[config.mk]
export PLATFORM = sky130hd
export DESIGN_NAME = br_fb_queue
export DESIGN_NICKNAME = d
export VERILOG_FILES = /design/src/rtl/br_fb_queue_pkg.sv /design/src/rtl/fb_fifo_mem.sv /design/src/rtl/br_fb_queue.sv
export SDC_FILE = /design/constraint.sdc
export NUM_CORES = 1
export LEC_CHECK = 0
export BUFFER_PORTS_ARGS = -buffer_cell sky130_fd_sc_hd__buf_2
export CAP_MARGIN = 20
export CORE_ASPECT_RATIO = 1.2
export CORE_UTILIZATION = 51
export CTS_CLUSTER_DIAMETER = 50
export CTS_CLUSTER_SIZE = 8
export DETAILED_ROUTE_END_ITERATION = 12
export PLACE_DENSITY_LB_ADDON = 0.15
export SLEW_MARGIN = 30
export SYNTH_ARGS = -nofsm -noshare
export SYNTH_HDL_FRONTEND = slang
export SYNTH_SLANG_ARGS = --single-unit
[constraint.sdc]
create_clock -name clk_i -period 2.2 [get_ports clk_i]
set_input_delay 0.33 -clock clk_i [delete_from_list [all_inputs] [get_ports clk_i]]
set_output_delay 0.33 -clock clk_i [all_outputs]
set_load 0.02 [all_outputs]
[src/rtl/br_fb_queue_pkg.sv]
// Shared types and sizing for the branch-outcome feedback queue.
package br_fb_queue_pkg;

  // PC width of the fetch unit.
  localparam int unsigned AddrW = 32;

  // Queue depth shared by the fetch top level and the predictor instantiation.
  localparam int unsigned BrFbqDepth = 4;

  // One buffered committed-branch outcome.
  typedef struct packed {
    logic [AddrW-1:0] pc;
    logic             tk;
  } fb_entry_t;

endpackage

[src/rtl/fb_fifo_mem.sv]
// Register array for the feedback queue: one write port, one asynchronous read port.
module fb_fifo_mem
  import br_fb_queue_pkg::*;
#(
  parameter int unsigned DEPTH = 4,
  parameter int unsigned PtrW  = $clog2(DEPTH)
) (
  input  logic            clk_i,
  input  logic            we_i,
  input  logic [PtrW-1:0] waddr_i,
  input  fb_entry_t       wdata_i,
  input  logic [PtrW-1:0] raddr_i,
  output fb_entry_t       rdata_o
);

  fb_entry_t mem_q [DEPTH];

  // Storage is data-only; validity is tracked by the pointers in the parent.
  always_ff @(posedge clk_i) begin
    if (we_i) begin
      mem_q[waddr_i] <= wdata_i;
    end
  end

  assign rdata_o = mem_q[raddr_i];

endmodule

[src/rtl/br_fb_queue.sv]
// Buffers committed branch outcomes and releases one per predictor update window.
module br_fb_queue
  import br_fb_queue_pkg::*;
#(
  parameter int unsigned DEPTH  = BrFbqDepth,
  parameter int unsigned DROP_W = 8
) (
  input  logic              clk_i,
  input  logic              rst_i,
  input  logic              cm_br_valid_i,
  input  logic [AddrW-1:0]  cm_br_pc_i,
  input  logic              cm_br_tk_i,
  input  logic              pd_valid_i,
  output logic              fb_ena_o,
  output logic              fb_tk_o,
  output logic [AddrW-1:0]  fb_pc_o,
  output logic              fbq_empty_o,
  output logic              fbq_full_o,
  output logic [DROP_W-1:0] drop_cnt_o
);

  localparam int unsigned PtrW = $clog2(DEPTH);
  localparam int unsigned CntW = PtrW + 1;

  logic [PtrW-1:0]   head_q, head_d;
  logic [PtrW-1:0]   tail_q, tail_d;
  logic [CntW-1:0]   cnt_q, cnt_d;
  logic [DROP_W-1:0] drop_q, drop_d;

  logic      empty, full, pop, push, ovf;
  fb_entry_t wr_entry, rd_entry;

  assign empty = (cnt_q == '0);
  assign full  = (cnt_q == CntW'(DEPTH));

  // Popping the head frees a slot, so a full queue still accepts a push that cycle.
  assign pop  = pd_valid_i && !empty;
  assign push = cm_br_valid_i && (!full || pop);
  assign ovf  = cm_br_valid_i && full && !pop;

  assign wr_entry.pc = cm_br_pc_i;
  assign wr_entry.tk = cm_br_tk_i;

  fb_fifo_mem #(
    .DEPTH (DEPTH),
    .PtrW  (PtrW)
  ) u_mem (
    .clk_i   (clk_i),
    .we_i    (push && !rst_i),
    .waddr_i (tail_q),
    .wdata_i (wr_entry),
    .raddr_i (head_q),
    .rdata_o (rd_entry)
  );

  // Next-state for pointers, occupancy and the saturating drop counter.
  always_comb begin
    head_d = head_q;
    tail_d = tail_q;
    cnt_d  = cnt_q;
    drop_d = drop_q;
    if (pop) begin
      head_d = head_q + 1'b1;
    end
    if (push) begin
      tail_d = tail_q + 1'b1;
    end
    case ({push, pop})
      2'b10:   cnt_d = cnt_q + 1'b1;
      2'b01:   cnt_d = cnt_q - 1'b1;
      default: cnt_d = cnt_q;
    endcase
    if (ovf && (drop_q != {DROP_W{1'b1}})) begin
      drop_d = drop_q + 1'b1;
    end
  end

  // State registers with synchronous reset; inputs are ignored while reset is high.
  always_ff @(posedge clk_i) begin
    if (rst_i) begin
      head_q <= '0;
      tail_q <= '0;
      cnt_q  <= '0;
      drop_q <= '0;
    end else begin
      head_q <= head_d;
      tail_q <= tail_d;
      cnt_q  <= cnt_d;
      drop_q <= drop_d;
    end
  end

  // Outputs come only from registered state; head data is masked when empty.
  always_comb begin
    fb_ena_o    = !empty;
    fb_tk_o     = empty ? 1'b0 : rd_entry.tk;
    fb_pc_o     = empty ? '0 : rd_entry.pc;
    fbq_empty_o = empty;
    fbq_full_o  = full;
    drop_cnt_o  = drop_q;
  end

endmodule

**Yosys cells after proc, flatten, opt, wreduce, memory -nomap -nowiden**

Memory sizes are Yosys's and may differ from the RTL's. A register that Yosys moved wholly into a read port is not among the register bits.
Index checks and enable logic that the tools add are counted.

- Add/subtract/negate cells: 5
- Multiply operators: 0
- Divide/modulo/power cells: 0
- Order comparisons: 0
- Equal/unequal tests: 4
- Shifts and indexed selects: 0
- Mux-type cells: 7
- Bitwise operators: 0
- Reduce and logical (&&, ||, !) cells: 13

Operators by type and width:

| kind | count |
|---|---|
| 32-bit two-way mux | 1 |
| 8-bit by 1-bit adder with 8-bit output (second input constant) | 1 |
| 8-bit != test (second input constant) | 1 |
| 1-bit logical AND | 6 |
| 3-bit one-hot mux with 2 select lines | 1 |
| 2-bit by 1-bit adder with 2-bit output (second input constant) | 2 |
| 1-bit logical NOT | 4 |
| 2-bit two-way mux | 2 |
| 3-bit by 1-bit adder with 3-bit output (second input constant) | 1 |
| 3-bit equality test (second input constant) | 1 |
| 3-bit logical NOT | 1 |
| 1-bit two-way mux | 3 |
| 3-bit by 1-bit subtractor with 3-bit output (second input constant) | 1 |
| 2-bit by 1-bit equality test with 1-bit output (second input constant) | 1 |
| 2-bit equality test (second input constant) | 1 |
| 2-bit nonzero test | 1 |
| 1-bit logical OR | 1 |

- Register bits: 15
- Bits in latches: 0
- Bits in writable memories: 132
- Bits in read-only memories: 0
- Bits of input ports: 37
- Output and inout port bits: 44
- Logic and storage cells: 34
- Memories: 1

Memory list:

| memory | words | width | rd ports | clocked after Yosys merged registers in | wr ports | line | source |
|---|---|---|---|---|---|---|---|
| u_mem.mem_q | 4 | 33 | 1 | 1 | 1 | fb_fifo_mem.sv:16 | `fb_entry_t mem_q [DEPTH];` |

**Logic depth before layout (Yosys ltp)**

- Depth after elaboration: 8
- Gate-level depth with buffers: 9
- Depth with buffers taken out: 7

**Hierarchy**

Synthesis repeated with hierarchy kept, for this count alone.

- Cells, all modules: 308
- Area, all modules: 5913.2 µm²

By module, submodules not included:

| module | instances | cells an instance | area each (µm²) | seq. area each (µm²) |
|---|---|---|---|---|
| fb_fifo_mem | 1 | 177 | 4839.6 | 3963.8 |
| br_fb_queue | 1 | 131 | 1073.5 | 300.3 |

**Least setup slack after synthesis**

Ideal clock, no wire load.

- Kind: flip-flop to flip-flop
- From: reg cnt_q[2]
- To: mem u_mem.mem_q[0][0] (netlist name) (enable)
- Setup time: 393 ps
- Arrival time: 1806 ps
- Required time: 1807 ps
- Slack: 1 ps
- Cell stages (with the launch flop): 6
- Buffers on the path: 1
- Period minus slack after synthesis: 2199 ps
- Path through: dfxtp_1 > buf_4 > or3b_4 > o21ai_1 > nor2_1 > and2_1

- Word-level cells in the longest chain between the ends: 8
- Elaborated cells on any way between the ends: 10
- Those cells by class: eq/ne (1); mux (2); reduce/logical (7)

Ends and longest elaborated chain:

| element | line | source |
|---|---|---|
| start: declaration | br_fb_queue.sv:27 | `logic [CntW-1:0] cnt_q, cnt_d;` |
| start signal: assignment | br_fb_queue.sv:88 | `cnt_q <= cnt_d;` |
| 3-bit logical NOT | br_fb_queue.sv:33 | `assign empty = (cnt_q == '0);` |
| 1-bit logical NOT | br_fb_queue.sv:37 | `assign pop = pd_valid_i && !empty;` |
| 1-bit logical AND | br_fb_queue.sv:37 |  |
| 1-bit logical OR (*) | br_fb_queue.sv:38 | `assign push = cm_br_valid_i && (!full \|\| pop);` |
| 1-bit logical AND (*) | br_fb_queue.sv:38 |  |
| 1-bit logical AND (*) | br_fb_queue.sv:49 | `.we_i (push && !rst_i),` |
| 1-bit two-way mux (*) | fb_fifo_mem.sv:20 | `if (we_i) begin` |
| 1-bit two-way mux (not written as such) (*) | fb_fifo_mem.sv:21 | `mem_q[waddr_i] <= wdata_i;` |
| end: declaration | fb_fifo_mem.sv:16 |  |

Mark *: on every way between the ends. The rest lies on a longest branch, timed or not.

==> impl_metrics.ini <==
[pwr]
vdd.ir_drop.worst_mv = 0.630
power.total_mw = 7.59
static-leakage-power_nw = 2.58
power_density_nw_per_um2 = 1050

[detailed_routing]
postRouteAntennaNets = 0
dr.pass1.iters = 4
wl_met2_mm = 5.34
detail_route.wirelength_mm = 10.3
route.detailed.wl_per_inst_um = 17.7
routed_via_density = 5.38
detailroute.via_count = 3134
m1WireLength_mm = 4.38
detailedRoute.firstIterationViolations = 165
route.top_layer_used = met4
drcViolationCount = 0
met3WireLength_um = 440

[grt]
grt_max_degree = 38
globalRouteTotalUtil_pct = 18.9
grt_first_pass_wirelength_mm = 16.4
antenna_found_initial = 0
grt-ovfl-total = 0
first_global_vias = 3256

[cts]
cts_hold_repair.buffers = 0
worst_setup_hold_path_clk_slew_ns = 0.06
buffers_from_clock_root_to_sink_at_most = 2
cts_max_level = 4
numCtsBuffers = 17
clock_tree_from_tritoncts = done
post_cts.repair.setup_buffers = 0
cts_sinks = 149
root_buffer = clkbuf_16
clock_latency_of_the_later_clocked_register_in_the_worst_skew_pair_ns = 0.41

[cells_and_area]
final_net_count = 458
area_delta_synth_final_pct = 22.8
layout.cells.non_filler = 582
post_route_cells_drive_above_1_share_pct = 41.4
diodes = 0

[sta]
timing.final.crit_share_pct = 98.7
rsz0062_at_grt = yes
slew_headroom_pct = 73.6
fin_hold_ws_ns = 0.131
worst_slew_pin_slew_ns = 0.385
clock.fmax_mhz = 461
hold_violations = 0
finalSetupViolations = 0
fin_skew_ns = 0.00926
fin_crit_ns = 2.17
final_max_slew_viol_count = 0

[setup_path]
timing.critical_path.max_delay_family = multiplexers
critical_path_required_ns = 1.87
path_cells = buf_12 -> mux4_2 -> and2_1 -> buf_2
arrival_ns = 1.84
critical_path_class = reg -> out
critical-path-slowest-cell = mux4_2
critPathLaunchType = register
critPathMaxStageDelay_ns = 0.53
crit_buf_inv = 2
worstSetupEndpointType = output pin
worstPathMaxFanout = 15

[synth]
synth_sequential_area_ratio_pct = 72.8
postSynthRegisterBits = 149
synthCells = 317
synth_cell_type_count = 42
synth_area_um2 = 5910
yosys.area.top_type = edfxtp_1
async_flop_share_pct = 0
synth_top_area_share_pct = 67.1
synth_edf_count = 132
synth_ff_type = edfxtp_1
avgSynthCellArea_um2 = 18.6
synth.cells.most_frequent = edfxtp_1 (132), and2_1 (37), mux4_2 (33), dfxtp_1 (17), nor2_1 (14)
area_contributors_post_synth = edfxtp_1 (67%), mux4_2 (13%), dfxtp_1 (5.8%)
net_count_after_synthesis = 360
yosys_warnings = 0
synth.most_common_cell = edfxtp_1

[floorplan]
ioPinCount = 81
die_height_um = 120
die_area_um2 = 12000
rows = 42
initial_utilization_pct = 53.0
fp.coreArea_um2 = 11100
die_w_um = 100

[place]
place_inst = 550
io_buffer_count = 80
detailedPlacementHpwl_mm = 6.48
routabilityCongestion = 0.760

[run_status]
status = finished clean

[run]
timing.max_cap.violations = 0

[hold_path]
worst_hold_path_type = in -> reg
==> path summary, 6_finish.rpt <==
path | slack [ns] | start | cells after the start | endpoint
setup / recovery | 0.03 | register | 4 | fb_pc_o[11]
hold / removal | 0.13 | cm_br_pc_i[9] | 1 | u_mem.mem_q[0][10]
hold reg to reg | 0.54 | head_q[1] | 2 | register
setup reg to reg | 0.17 | cnt_q[2] | 6 | cnt_q[1]
==> what timing repair did <==
action / in CTS / in global routing
endpoints found under the setup margin: 7 / 20
gates cloned: 0 / 0
resized for setup: 2 / 18
==> metrics by stage <==
| step | instance area (µm²) | setup TNS (ns) | util [%] | worst slack (ns) |
|---|---|---|---|---|
| CTS | 7200 | 0 | 64.7 | 0.00352 |
| finish | 7260 | 0 | 65.1 | 0.0293 |
| global route | 7260 | -0.240 | 65.1 | -0.0302 |
| floorplan | 5910 | 0 | - | 0.000898 |
| global placement | 6630 | 0 | 59.5 | 0.267 |
| detailed placement | 6630 | 0 | 59.5 | 0.151 |
==> report_power, final <==
group	internal (mW)	switching, mW
Combinational	0.739	0.874
Sequential	3.20	0.0584
Clock	1.58	1.14
==> cells in the final DEF (no fill, tap or decap), types with 2 or more instances in the layout <==
master / n
nor2_1: 14
mux4_2: 33
a31oi_1: 2
nor2b_1: 3
edfxtp_1: 132
inv_1: 7
and2_4: 6
buf_6: 3
clkbuf_16: 17
and2_2: 4
dfxtp_2: 2
buf_12: 6
clkinv_4: 2
xnor2_1: 2
a21oi_1: 4
nand2b_1: 3
and2_1: 27
nand3_1: 3
mux2i_1: 3
nand4_1: 4
clkinvlp_4: 4
clkinv_2: 2
nand3b_1: 2
xor2_1: 3
dfxtp_1: 14
buf_4: 11
o21ai_0: 2
buf_2: 74
inv_6: 5
ha_1: 5
nand2_1: 3
a211oi_1: 3
==> cell type report <==
class / instances / area (µm²)
clock buffer: 17 / 425
tap: 154 / 193
timing repair buffer: 95 / 622
sequential: 149 / 4310
multi-input combinational: 145 / 1540
fill: 836 / 3880
clock inverter: 15 / 143
inverter: 7 / 26.3
==> cell families after synthesis <==
group / count (synthesis) / synth area share, %
flip-flops: 149 / 72.8
XOR/XNOR: 5 / 0.741
adder cells (fa/ha/maj): 6 / 1.40
AND/OR/NAND/NOR: 77 / 7.81
multiplexers: 37 / 13.3
buffers and inverters: 23 / 1.61
AO/OA/AOI/OAI: 20 / 2.33
==> layer usage <==
metal / GRT usage (%) / vias up
li1: - / 1444
met1: 23.3 / 1577
met2: 32.0 / 101
met3: 5.30 / 12
met4: 6.79 / 0
met5: 0 / -
==> flip-flops by register name (all words and copies together), names as in the netlist, named ones only <==
signal	count
u_mem.mem_q	132
drop_cnt_o	8
cnt_q	3
head_q	2
tail_q	2
No activity file was read; power rests on OpenSTA's default activity.
